## config.mk

```make
export PLATFORM = sky130hd
export DESIGN_NAME = demux_router
export DESIGN_NICKNAME = d
export VERILOG_FILES = /design/src/rtl/demux_pkg.sv /design/src/rtl/chan_fifo.sv /design/src/rtl/demux_router.sv
export SDC_FILE = /design/constraint.sdc
export NUM_CORES = 1
export LEC_CHECK = 0
export CORE_UTILIZATION = 56
export DETAILED_ROUTE_END_ITERATION = 10
export HOLD_SLACK_MARGIN = 0.02
export PLACE_DENSITY = 0.92
export SYNTH_ARGS = -nofsm -noshare
export SYNTH_HDL_FRONTEND = slang
export SYNTH_SLANG_ARGS = --single-unit
```

## constraint.sdc

```tcl
create_clock -name clk -period 4.9 [get_ports clk]
set_clock_uncertainty 0.2 [all_clocks]
set_input_delay 0.98 -clock clk [delete_from_list [all_inputs] [get_ports clk]]
set_output_delay 0.98 -clock clk [all_outputs]
set_load 0.03 [all_outputs]
```

## src/rtl/demux_pkg.sv

```systemverilog
// Shared constants for the two-way demultiplexing router: channel select codes
// and default geometry.
package demux_pkg;

    localparam logic CH0 = 1'b0;
    localparam logic CH1 = 1'b1;

    localparam int DEFAULT_WIDTH = 16;
    localparam int DEFAULT_DEPTH = 2;
    localparam int DEFAULT_CNT_W = 8;

    localparam int PTR_W = $clog2(DEFAULT_DEPTH);

endpackage

```

## src/rtl/chan_fifo.sv

```systemverilog
// One output channel of the router: DEPTH-entry buffer with pointers, occupancy
// tracking, valid/ready output handshake and a wrapping delivery counter.
module chan_fifo
    import demux_pkg::*;
#(
    parameter int WIDTH = DEFAULT_WIDTH,
    parameter int DEPTH = DEFAULT_DEPTH,
    parameter int CNT_W = DEFAULT_CNT_W
) (
    input  logic             clk,
    input  logic             rst_n,
    input  logic             push,
    input  logic [WIDTH-1:0] push_data,
    input  logic             pop_ready,
    output logic [WIDTH-1:0] data,
    output logic             valid,
    output logic             full,
    output logic [CNT_W-1:0] cnt
);

    localparam int PW    = $clog2(DEPTH);
    localparam int OCC_W = $clog2(DEPTH + 1);

    logic [WIDTH-1:0] mem_reg [DEPTH];
    logic [PW-1:0]    wr_ptr_reg;
    logic [PW-1:0]    rd_ptr_reg;
    logic [OCC_W-1:0] occ_reg;
    logic [OCC_W-1:0] occ_next;
    logic [CNT_W-1:0] cnt_reg;
    logic             pop;

    assign valid = (occ_reg != '0);
    assign full  = (occ_reg == OCC_W'(DEPTH));
    assign pop   = valid && pop_ready;
    assign data  = mem_reg[rd_ptr_reg];
    assign cnt   = cnt_reg;

    // push is only ever raised by the top when this channel is not full
    always_comb begin
        occ_next = occ_reg;
        if (push && !pop) begin
            occ_next = occ_reg + 1'b1;
        end else if (!push && pop) begin
            occ_next = occ_reg - 1'b1;
        end
    end

    always_ff @(posedge clk) begin
        if (!rst_n) begin
            for (int i = 0; i < DEPTH; i++) begin
                mem_reg[i] <= '0;
            end
            wr_ptr_reg <= '0;
            rd_ptr_reg <= '0;
            occ_reg    <= '0;
            cnt_reg    <= '0;
        end else begin
            if (push) begin
                mem_reg[wr_ptr_reg] <= push_data;
                wr_ptr_reg          <= wr_ptr_reg + 1'b1;
            end
            if (pop) begin
                rd_ptr_reg <= rd_ptr_reg + 1'b1;
                cnt_reg    <= cnt_reg + 1'b1;
            end
            occ_reg <= occ_next;
        end
    end

endmodule

```

## src/rtl/demux_router.sv

```systemverilog
// Two-way demultiplexing router: steers each input word to channel in_sel,
// back-pressuring only when the addressed channel's buffer is full.
module demux_router
    import demux_pkg::*;
#(
    parameter int WIDTH = DEFAULT_WIDTH,
    parameter int DEPTH = DEFAULT_DEPTH,
    parameter int CNT_W = DEFAULT_CNT_W
) (
    input  logic             clk,
    input  logic             rst_n,
    input  logic [WIDTH-1:0] in_data,
    input  logic             in_sel,
    input  logic             in_valid,
    output logic             in_ready,
    output logic [WIDTH-1:0] out0_data,
    output logic             out0_valid,
    input  logic             out0_ready,
    output logic [WIDTH-1:0] out1_data,
    output logic             out1_valid,
    input  logic             out1_ready,
    output logic [CNT_W-1:0] cnt0,
    output logic [CNT_W-1:0] cnt1
);

    logic full0;
    logic full1;
    logic accept;
    logic push0;
    logic push1;

    // Registered full flags only: a same-cycle pop never opens the input.
    assign in_ready = rst_n && ((in_sel == CH1) ? !full1 : !full0);
    assign accept   = in_valid && in_ready;
    assign push0    = accept && (in_sel == CH0);
    assign push1    = accept && (in_sel == CH1);

    chan_fifo #(
        .WIDTH(WIDTH),
        .DEPTH(DEPTH),
        .CNT_W(CNT_W)
    ) u_chan0 (
        .clk       (clk),
        .rst_n     (rst_n),
        .push      (push0),
        .push_data (in_data),
        .pop_ready (out0_ready),
        .data      (out0_data),
        .valid     (out0_valid),
        .full      (full0),
        .cnt       (cnt0)
    );

    chan_fifo #(
        .WIDTH(WIDTH),
        .DEPTH(DEPTH),
        .CNT_W(CNT_W)
    ) u_chan1 (
        .clk       (clk),
        .rst_n     (rst_n),
        .push      (push1),
        .push_data (in_data),
        .pop_ready (out1_ready),
        .data      (out1_data),
        .valid     (out1_valid),
        .full      (full1),
        .cnt       (cnt1)
    );

endmodule

```

# After elaboration in Yosys (flattened, before gate mapping)
# Memories as Yosys holds them, arrays and structs flattened. A register that Yosys moved wholly into a read port is not among the register bits.
# Cells that the tools add are included.
# totals
register_bits	24
ramBits	64
input_bits	22
out_inout_bits	51
wordCells	67
n_memories	2
# classes
add_sub_neg	10
n_eq_ne	2
mux	22
bitwise	1
n_reduce_logical	22
# memory_table
memory	depth	word_bits	read_ports	rd_ports_with_merged_regs	write_ports	line	source
u_chan0.mem_reg	2	16	1	1	2	chan_fifo.sv:24	logic [WIDTH-1:0] mem_reg [DEPTH];
u_chan1.mem_reg	2	16	1	1	2	chan_fifo.sv:24	
# ops
cell	count
$mux 16	2
$reduce_or 16->1	2
$add 8x1->8 const B	2
$mux 1	16
$logic_and 1x1->1	10
$mux 2	4
$reduce_bool 2->1	4
$logic_not 1->1	6
$add 1x1->1 const B	4
$add 2x1->2 const B	2
$eq 2x2->1 const B	2
$sub 2x1->2 const B	2
$not 1->1	1

# Logic depth before layout (Yosys ltp)
# logic_depth
depth_word	11
mapped_depth	8
mapped_depth_nobuf	7

# Cells and area by module
# Synthesis repeated with hierarchy kept, for this count alone.
# hier_totals
hier_cells	307
area_unflattened_um2	3953.8
# by_module_without_submodules
module	n_inst	cells_per_inst	area_each_um2	seq_area_each_um2
chan_fifo	2	151	1960.6	1221.2
demux_router	1	5	32.5	0.0

# Least setup slack after synthesis
# Ideal clock, no wire load.
# synth_timing
path_kind	input port to flip-flop
start	input in_valid
end	memory u_chan0.mem_reg[0][0] (netlist bit), enable pin
setup_ns	0.411
arrival_ns	2.576
required_time_ns	4.289
slack_ns	1.713
path_stages	3
n_path_buf	1
cell_sequence	clkbuf_1 -> nand3_1 -> o21ai_0
# synth_lines
item	line	source
start, declared	demux_router.sv:14	input logic in_valid,
end, declared	chan_fifo.sv:24	

# Final worst setup path
# layout_timing
start	input in_sel
end	output in_ready
# layout_between
elab_chain_cells	2
# layout_lines
item	line	source
start, declared	demux_router.sv:13	input logic in_sel,
$mux 1	demux_router.sv:33	assign in_ready = rst_n && ((in_sel == CH1) ? !full1 : !full0);
$logic_and 1x1->1	demux_router.sv:33	
end, declared	demux_router.sv:15	output logic in_ready,
# No other way between the ends.

==> metrics.cfg <==
[worst_setup_path]
arrival_ns=2.61
crit_type=input pin to output pin
crit_required_ns=3.72
critPathCaptureType=output pin
path_max_fanout=7
start_kind=input pin

[timing]
hold_ws_ns=0.302
rsz0062_at_grt=false
relSlewSlack=0.458
setup_viol=0
setup_tns_ns=0
max_freq_mhz=264
finalCritPeriodShare=0.773
tightestPinTransition_ns=0.810
hold_viol_final=0
drv_slew=0
period_minus_slack_ns=3.79
final.setup.worst_slack_ns=1.11

[floorplanning]
core-area_sq_um=6530
rows=29
fp.dieArea_sq_um=7260
die_h_um=85.2
ios=73
start_util=0.593
die_x_um=85.2

[cts]
root_buffer=clkbuf_8
cts_tree=yes
clkSinkCount=90
path_clk_slew_ns=0.08
cts_max_level=3
numCtsBuffers=9
post_cts_buffers=0
cts_hold_buf=0
clk_latency_ns=0.35
cts_resized=0
clock_path_buffers=2

[synth]
ys_seq_elements=90
syn_inst=329
ys_seq_area_frac=0.630
synth_area_sq_um=3870
synth.net_count=355
ys.warnings.count=0
synth_area_per_cell_sq_um=11.8
ys_types=26

[power]
powerDensity_nw_per_um2=455
intPower_mw=1.47
switchingPower_mw=0.746
combPwrFrac=0.327
power.share.sequential=0.452
ir_drop_v=0.000324
p_clk_frac=0.221
p_leak_nw=1.77
swShare=0.337

[place]
hpwl_um=5430
portBuffers=72
dp_slack_ns=1.13
place.gp.congestion=0.780

[route]
dr.pass1.iters=5
drt_iter0_markers=175
drc=0
ant_nets=0
avgViaCountPerCell=5.79
wirelength_um=8310
drt-wirelength-per-cell_um=17.2
vias=2801

[cells_and_area]
num_antenna_cells=0
area_growth_pct=25.4
drive_gt1_frac=0.140
nNetsFinal=428
fillers=433

[global_routing]
grt_max_degree=23
track_usage=0.247
grt_pass1_wl_um=13300
first_global_vias=2760
grt-ovfl-total=0
antenna_found_initial=0

[outcome]
status=finished, final reports clean

[job]
drv_cap=0

[hold_path]
min_path_type=register to register

through the flow:
step / utilization / area (sq um) / cells / power, mW
after floorplan: - / 3870 / 329 / 1.47
final: 0.744 / 4860 / 484 / 2.21
after global routing: 0.744 / 4860 / 484 / 2.30
after detailed placement: 0.714 / 4670 / 468 / 1.74
after global placement: 0.714 / 4670 / 468 / 1.72
after CTS: 0.744 / 4860 / 484 / 2.22
worst paths after layout:
kind | end | slack [ns] | cells past startpoint | startpoint
max reg2reg | u_chan1.mem_reg[1][9] | 2.70 | 3 | u_chan1.occ_reg[0]
max | in_ready | 1.11 | 5 | in_sel
min reg2reg | u_chan1.cnt[6] | 0.30 | 2 | u_chan1.cnt[6]
min | u_chan1.cnt[6] | 0.30 | 2 | u_chan1.cnt[6]
worst max-delay path, stage by stage:
cell	delay, ns
clkdlybuf4s50_1	0.51
inv_1	0.21
nand2_1	0.08
a21oi_1	0.14
clkdlybuf4s50_1	0.69
final cells by class:
| cell class | count | area, sq um | area share |
|---|---|---|---|
| Clock buffer | 10 | 128 | 0.0263 |
| Clock inverter | 6 | 67.6 | 0.0139 |
| Inverter | 4 | 15.0 | 0.00309 |
| Multi-Input combinational cell | 219 | 1350 | 0.277 |
| Sequential cell | 90 | 2440 | 0.502 |
| Tap cell | 77 | 96.3 | 0.0198 |
| Timing Repair Buffer | 78 | 766 | 0.158 |
placed cells by master, fill, tap and decap left out, drive strengths merged, types with 3 or more instances in the layout:
master / count
a21oi: 9
buf: 6
clkbuf: 10
clkdlybuf4s50: 72
clkinv: 3
dfxtp: 26
edfxtp: 64
ha: 4
inv: 4
mux2: 32
mux2i: 6
nand2: 26
nand2b: 6
nand3: 4
nand4: 8
nor2: 82
o21ai: 10
o31ai: 4
or3: 4
or4: 4
xor2: 10
synth_stat cells, drive strengths merged:
master / number / share of area
or2: 2 / 0.0032
edfxtp: 64 / 0.50
nand4: 8 / 0.013
clkbuf: 9 / 0.0094
buf: 7 / 0.0090
o21a: 2 / 0.0039
mux2i: 6 / 0.015
nand2: 26 / 0.025
a31oi: 2 / 0.0032
inv: 4 / 0.0039
a21oi: 9 / 0.012
ha: 4 / 0.013
nand3: 4 / 0.0052
nand2b: 6 / 0.0097
nor2: 82 / 0.079
dfxtp: 26 / 0.13
mux2: 32 / 0.093
xor2: 10 / 0.023
o211ai: 2 / 0.0039
o21ai: 10 / 0.019
or3: 4 / 0.0065
o31ai: 4 / 0.0077
or4: 4 / 0.0077
and4: 2 / 0.0045
per-layer routing:
metal / vias to the layer above / GRT usage / wire [um]
met5: - / 0 / 0
met4: 0 / 0.139 / 208
met3: 17 / 0.0584 / 660
met2: 137 / 0.419 / 4150
met1: 1340 / 0.289 / 3290
li1: 1307 / - / -
logic make-up after synthesis:
kind of cell    after synthesis  share of synthesized area
flops                        90                      0.630
compound gates               29                     0.0491
simple gates                138                      0.154
mux                          38                      0.108
buf+inv                      20                     0.0223
xor+xnor                     10                     0.0226
fa+ha+maj                     4                     0.0129
power groups by stage:
| stage | sequential, mW | clock (mW) | combinational, mW |
|---|---|---|---|
| final | 1.00 | 0.489 | 0.724 |
| after global routing | 1.01 | 0.525 | 0.767 |
| after CTS | 1.00 | 0.494 | 0.728 |
| after detailed placement | 1.02 | 0 | 0.720 |
| after global placement | 1.01 | 0 | 0.707 |
| after floorplan | 0.969 | 0 | 0.505 |
Note: power is estimated with default switching activity, not from simulation.
